**config.mk**
```make
export PLATFORM = sky130hd
export DESIGN_NAME = ts_cc_monitor
export DESIGN_NICKNAME = d
export VERILOG_FILES = /design/src/rtl/ts_cc_monitor.sv
export SDC_FILE = /design/constraint.sdc
export NUM_CORES = 1
export LEC_CHECK = 0
export BUFFER_PORTS_ARGS = -buffer_cell sky130_fd_sc_hd__buf_4
export CELL_PAD_IN_SITES_DETAIL_PLACEMENT = 1
export CELL_PAD_IN_SITES_GLOBAL_PLACEMENT = 2
export CORE_AREA = 2 2 198 200
export CTS_BUF_LIST = sky130_fd_sc_hd__clkbuf_8
export CTS_CLUSTER_SIZE = 14
export DETAILED_ROUTE_END_ITERATION = 6
export DIE_AREA = 0 0 200 202
export MAX_ROUTING_LAYER = met4
export PLACE_DENSITY = 0.77
export SYNTH_ARGS = -nofsm -noshare
export SYNTH_HDL_FRONTEND = slang
export SYNTH_SLANG_ARGS = --single-unit
```
**constraint.sdc**
```tcl
create_clock -name clk -period 4.4 [get_ports clk]
set_clock_uncertainty 0.15 [all_clocks]
set_input_delay 0 -clock clk [delete_from_list [all_inputs] [get_ports clk]]
set_output_delay 0 -clock clk [all_outputs]
set_load 0.05 [all_outputs]
```
**src/rtl/ts_cc_monitor.sv**
```systemverilog
// Multi-PID MPEG-2 TS continuity-counter monitor: parses the TS header and the
// adaptation-field flag byte, tracks CC per PID and counts discontinuities.
module ts_cc_monitor #(
  parameter int NUM_PIDS    = 8,
  parameter int COUNT_WIDTH = 8,
  parameter int IDX_W       = $clog2(NUM_PIDS)
) (
  input  logic                   clk,
  input  logic                   reset_n,
  input  logic                   valid,
  input  logic                   sync,
  input  logic [7:0]             ts_data,
  input  logic                   en_reset_counter,
  output logic [COUNT_WIDTH-1:0] error_count,
  output logic                   error_pulse,
  output logic                   table_full,
  input  logic [IDX_W-1:0]       rd_idx,
  output logic                   rd_valid,
  output logic [12:0]            rd_pid,
  output logic [COUNT_WIDTH-1:0] rd_count
);

  localparam logic [7:0]             LAST_IDX = 8'd188;
  localparam logic [12:0]            NULL_PID = 13'h1FFF;
  localparam logic [COUNT_WIDTH-1:0] CNT_MAX  = '1;
  localparam logic [COUNT_WIDTH-1:0] CNT_ONE  = COUNT_WIDTH'(1);

  // header parse state
  logic [7:0]  r_idx;
  logic        r_tei;
  logic [12:0] r_pid;
  logic [1:0]  r_afc;
  logic [3:0]  r_cc;
  logic        r_af_nz;
  logic        w_skip;

  // stage-1 evaluation register
  logic        r_s1_valid;
  logic [12:0] r_s1_pid;
  logic [3:0]  r_s1_cc;
  logic        r_s1_pay;
  logic        r_s1_di;

  // PID table
  logic [NUM_PIDS-1:0]    r_tv;
  logic [NUM_PIDS-1:0]    r_tdup;
  logic [12:0]            r_tpid [NUM_PIDS];
  logic [3:0]             r_tcc  [NUM_PIDS];
  logic [COUNT_WIDTH-1:0] r_tcnt [NUM_PIDS];

  logic [COUNT_WIDTH-1:0] r_error_count;
  logic                   r_error_pulse;
  logic                   r_table_full;

  logic             w_hit;
  logic [IDX_W-1:0] w_hit_idx;
  logic             w_free_found;
  logic [IDX_W-1:0] w_free_idx;
  logic             w_err;
  logic             w_dup_nx;
  logic [3:0]       w_last;

  assign w_skip = r_tei | (r_pid == NULL_PID) | (r_afc == 2'b00);

  always_ff @(posedge clk or negedge reset_n) begin
    if (!reset_n) begin
      r_idx      <= '0;
      r_tei      <= 1'b0;
      r_pid      <= '0;
      r_afc      <= '0;
      r_cc       <= '0;
      r_af_nz    <= 1'b0;
      r_s1_valid <= 1'b0;
      r_s1_pid   <= '0;
      r_s1_cc    <= '0;
      r_s1_pay   <= 1'b0;
      r_s1_di    <= 1'b0;
    end else begin
      r_s1_valid <= 1'b0;
      if (valid) begin
        if (sync) begin
          r_idx <= 8'd1;
        end else if (r_idx != 8'd0 && r_idx != LAST_IDX) begin
          r_idx <= r_idx + 8'd1;
          case (r_idx)
            8'd1: begin
              r_tei       <= ts_data[7];
              r_pid[12:8] <= ts_data[4:0];
            end
            8'd2: r_pid[7:0] <= ts_data;
            8'd3: begin
              r_afc <= ts_data[5:4];
              r_cc  <= ts_data[3:0];
            end
            8'd4: r_af_nz <= |ts_data;
            8'd5: begin
              // DI is only meaningful when an adaptation field of nonzero length exists
              r_s1_valid <= ~w_skip;
              r_s1_pid   <= r_pid;
              r_s1_cc    <= r_cc;
              r_s1_pay   <= r_afc[0];
              r_s1_di    <= r_afc[1] & r_af_nz & ts_data[7];
            end
            default: ;
          endcase
        end
      end
    end
  end

  always_comb begin
    w_hit        = 1'b0;
    w_hit_idx    = '0;
    w_free_found = 1'b0;
    w_free_idx   = '0;
    for (int unsigned i = 0; i < NUM_PIDS; i++) begin
      if (r_tv[i] && r_tpid[i] == r_s1_pid && !w_hit) begin
        w_hit     = 1'b1;
        w_hit_idx = IDX_W'(i);
      end
      if (!r_tv[i] && !w_free_found) begin
        w_free_found = 1'b1;
        w_free_idx   = IDX_W'(i);
      end
    end

    w_last   = r_tcc[w_hit_idx];
    w_dup_nx = r_tdup[w_hit_idx];
    w_err    = 1'b0;
    if (r_s1_valid && w_hit) begin
      if (r_s1_di) begin
        w_dup_nx = 1'b0;
      end else if (!r_s1_pay) begin
        w_err = (r_s1_cc != w_last);
      end else if (r_s1_cc == w_last) begin
        if (r_tdup[w_hit_idx]) w_err    = 1'b1;
        else                   w_dup_nx = 1'b1;
      end else if (r_s1_cc == w_last + 4'd1) begin
        w_dup_nx = 1'b0;
      end else begin
        w_err    = 1'b1;
        w_dup_nx = 1'b0;
      end
    end
  end

  always_ff @(posedge clk or negedge reset_n) begin
    if (!reset_n) begin
      r_tv          <= '0;
      r_tdup        <= '0;
      r_error_count <= '0;
      r_error_pulse <= 1'b0;
      r_table_full  <= 1'b0;
      for (int unsigned i = 0; i < NUM_PIDS; i++) begin
        r_tpid[i] <= '0;
        r_tcc[i]  <= '0;
        r_tcnt[i] <= '0;
      end
    end else begin
      r_error_pulse <= w_err;
      if (r_s1_valid) begin
        if (w_hit) begin
          r_tcc[w_hit_idx]  <= r_s1_cc;
          r_tdup[w_hit_idx] <= w_dup_nx;
        end else if (w_free_found) begin
          r_tv[w_free_idx]   <= 1'b1;
          r_tpid[w_free_idx] <= r_s1_pid;
          r_tcc[w_free_idx]  <= r_s1_cc;
          r_tdup[w_free_idx] <= 1'b0;
        end
      end
      // counter clear overrides any increment or table_full set in the same cycle
      if (en_reset_counter) begin
        r_error_count <= '0;
        r_table_full  <= 1'b0;
        for (int unsigned i = 0; i < NUM_PIDS; i++) r_tcnt[i] <= '0;
      end else begin
        if (r_s1_valid && !w_hit && !w_free_found) r_table_full <= 1'b1;
        if (w_err) begin
          if (r_error_count != CNT_MAX) r_error_count <= r_error_count + CNT_ONE;
          if (r_tcnt[w_hit_idx] != CNT_MAX)
            r_tcnt[w_hit_idx] <= r_tcnt[w_hit_idx] + CNT_ONE;
        end
      end
    end
  end

  assign error_count = r_error_count;
  assign error_pulse = r_error_pulse;
  assign table_full  = r_table_full;
  assign rd_valid    = r_tv[rd_idx];
  assign rd_pid      = r_tv[rd_idx] ? r_tpid[rd_idx] : '0;
  assign rd_count    = r_tv[rd_idx] ? r_tcnt[rd_idx] : '0;

endmodule

```
==> results.sh <==
export IMPL_outcome="finished with violations"
export IMPL_violations="setup timing"
export IMPL_antenna_found_initial=1
export IMPL_final_area_um2=20720
export IMPL_cp_end_kind="register"
export IMPL_row_count=72
export IMPL_clock_sinks=275
export IMPL_fmax_ghz=0.2121
export IMPL_switching_power_uw=3336
export IMPL_finalSetupViolations=69
export IMPL_wire_per_inst_um=26.17
export IMPL_fin_hold_ws_ns=0.04176
export IMPL_critPathLaunchType="register"
export IMPL_dieHeight_um=202
export IMPL_dp_hpwl_mm=38.64
export IMPL_ant_nets=0
export IMPL_grt_max_degree=98
export IMPL_dp_cells=2034
export IMPL_fill_cells=3942
export IMPL_final_nets=1655
export IMPL_p_int_uw=6084
export IMPL_vias_per_cell=5.832
export IMPL_yosys_most_used_dff="dfrtp_1"
export IMPL_path_clk_slew_ns=0.07
export IMPL_min_period_ns=4.715
export IMPL_start_util=0.4042
export IMPL_numPortBuffers=47
export IMPL_max_stage_delay_ns=0.62
export IMPL_yosys_register_bits=275
export IMPL_regArea_um2=6893
export IMPL_async_reset_ff_frac=1.000
export IMPL_netSwitchingFraction=0.3542
export IMPL_final_cells=2194
export IMPL_path_max_fanout=15
export IMPL_cts_root_buf="clkbuf_8"
export IMPL_coreArea_um2=38290
export IMPL_grt_overflow=0
export IMPL_cts_buffers=51
export IMPL_hold_path_class="input pin to register"
export IMPL_drt_total_wl_mm=57.42
export IMPL_grt_pass1_wl_mm=87.77
export IMPL_relSlewSlack=0.2659
export IMPL_required_ns=4.85
export IMPL_ios=48
export IMPL_ys_top_cells_by_count="dfrtp_1 (275), mux2_2 (166), xnor2_1 (86), nand2_1 (62), nor2_1 (61)"
export IMPL_postPlaceCellArea_um2=18080
export IMPL_multiInputGateArea_um2=8841
export IMPL_worstMarginPinSlew_ns=1.078
export IMPL_ys_seq_area_frac=0.4447
export IMPL_vias=12800
export IMPL_dr_pass1_iters=5
export IMPL_combPwrFrac=0.383
export IMPL_yosys_top_cells_area="dfrtp_1 (44%), mux2_2 (12%), mux4_2 (6.4%), xnor2_1 (4.9%), a22o_1 (3.2%)"
export IMPL_ys_warn_count=0
export IMPL_seq_power_share=0.321
export IMPL_drive_above_1_share=0.4687
export IMPL_cp_slowest_cell="or4_4"
export IMPL_p_clk_frac=0.295
export IMPL_htreeDepth=2
export IMPL_synth_edff_count=0
export IMPL_vdd_ir_drop_max_mv=0.2676
export IMPL_cts_tree="built"
export IMPL_slew_violations=0
export IMPL_dieWidth_um=200
export IMPL_grt_pass1_vias=14000
export IMPL_syn_to_final_growth_pct=33.87
export IMPL_drt_initial_drc_count=814
export IMPL_hold_violations=0
export IMPL_synth_area_um2=15480
export IMPL_power_density_nw_per_um2=454.7
export IMPL_syn_num_nets=1329
export IMPL_synth_largest_area_cell="dfrtp_1"
export IMPL_yosysMostFrequentCell="dfrtp_1"
export IMPL_clockBufferDepth=3
export IMPL_setup_slack_ns=-0.3146
export IMPL_period_share=1.071
export IMPL_critical_path_arrival_ns=5.16
export IMPL_grt_usage=0.2998
export IMPL_drc=0
export IMPL_crit_type="register to register"
export IMPL_crit_chain="buf_12, xnor2_4, nand4_1, or4_4, buf_8, nor4_1, a21oi_1, nand3b_1, nor2_4, ha_4, xnor2_4, nor4b_4, a41o_1, or4_4, and4_4, buf_12, a21oi_4, a22o_1"
export IMPL_crit_family="simple AND/OR/NAND/NOR gates"
export IMPL_power_uw=9421
export IMPL_cap_violations=0
export IMPL_path_buf_inv=3
export IMPL_syn_area_per_cell_um2=11.85
export IMPL_p_leak_uw=0.009635
export IMPL_die_area_um2=40400
export IMPL_yosysUniqueCellTypes=86
export IMPL_synth_top_area_frac=0.4447
export IMPL_rsz0062_at_grt="true"
export IMPL_clkLatencyLatePin_ns=0.66
export IMPL_place_gp_congestion=0.9479
export IMPL_syn_inst=1306
==> worst paths after layout <==
| path | start | end | slack (ns) | cells past startpoint |
|---|---|---|---|---|
| setup / recovery | r_s1_pid[3] | r_tcnt[46] | -0.31 | 18 |
| hold / removal | ts_data[2] | r_cc[2] | 0.04 | 3 |
| setup reg to reg | r_s1_pid[3] | r_tcnt[46] | -0.31 | 18 |
| hold reg to reg | r_tei | r_s1_valid | 0.29 | 1 |
| max in group asynchronous | reset_n | r_tpid[65] | 3.09 | 4 |
| min in group asynchronous | reset_n | r_tcnt[15] | 0.43 | 4 |
==> metrics by stage <==
step           setup TNS (ns)  utilization  setup WS (ns)
6_report               -16.21       0.5411        -0.3146
5_1_grt                -24.39       0.5411        -0.4220
4_1_cts                -3.135       0.5386       -0.08603
3_5_place_dp           -27.84       0.4723        -0.5254
3_3_place_gp           -21.87       0.4723        -0.4817
2_1_floorplan               0            -        0.01398
==> repair_timing <==
item,4_1_cts,5_1_grt
hold buffers,24,0
hold endpoints to repair,335,0
setup endpoints to repair,73,81
pin swaps,65,42
gates cloned,1,0
buffers inserted,38,6
resized for setup,125,19
==> layer usage <==
| layer | share of wire | up-vias | global-route usage |
|---|---|---|---|
| met1 | 0.42 | 6731 | 0.3679 |
| li1 | - | 5540 | - |
| met3 | 0.039 | 151 | 0.03804 |
| met5 | 0 | - | - |
| met2 | 0.50 | 373 | 0.4918 |
| met4 | 0.047 | 0 | 0.1399 |
==> cell families after synthesis <==
kind of cell             share of synthesized area
AO/OA/AOI/OAI                               0.1018
flip-flops                                  0.4447
AND/OR/NAND/NOR                             0.1357
XOR/XNOR                                   0.06678
adder cells (fa/ha/maj)                   0.005659
buffers and inverters                      0.03598
multiplexers                                0.2094
==> power groups by stage <==
| stage | combinational, uW | clock (uW) | sequential, uW |
|---|---|---|---|
| 2_1_floorplan | 1740 | 0 | 2860 |
| 3_3_place_gp | 2810 | 0 | 3020 |
| 5_1_grt | 3800 | 2940 | 3040 |
| 6_report | 3610 | 2780 | 3030 |
| 4_1_cts | 3450 | 2840 | 3010 |
| 3_5_place_dp | 2880 | 0 | 3030 |
==> registers in the layout, indices dropped and copies added, names as in the netlist, 2 cells and up <==
signal and flops:
r_tcnt 64, r_tpid 104, r_idx 8, error_count 8
r_s1_pid 13, r_s1_cc 4, r_cc 4, r_pid 13
r_tdup 8, r_tcc 32, r_afc 2, r_tv 8
==> cell usage in the layout (no fill, tap or decap), types with 10 or more instances in the layout <==
master	synthesis	routed
buf_12	1	17
dfrtp_1	275	266
mux4_2	44	44
buf_6	10	12
nand4_1	43	43
nand3_1	26	26
a22o_1	57	57
nand2_1	62	59
xnor2_1	86	37
a21oi_1	25	24
nand2b_1	14	14
buf_4	11	305
mux2i_1	35	34
o21ai_0	31	28
nor2_1	61	60
xor2_1	32	27
nor4_1	18	12
xnor2_4	0	11
or3_1	11	10
xnor2_2	0	38
nor3_1	24	20
dlygate4sd3_1	0	23
o21ai_1	11	13
inv_1	18	29
mux2_2	166	166
clkbuf_8	0	71
==> final cells by class <==
type / instances / share of cell area
repair buffers: 363 / 0.1504
inverters: 18 / 0.003261
clock inverters: 25 / 0.008394
multi-input cells: 923 / 0.4267
well taps: 518 / 0.03128
flip-flops and latches: 275 / 0.3327
diodes: 1 / 0.0001208
clock buffers: 71 / 0.04716
==> worst min-delay path: cells and delay by family <==
kind / cells / cell delay [ns]
buffers and inverters: 2 / 0.66
multiplexers: 1 / 0.14
No activity file was read; power rests on OpenSTA's default activity.
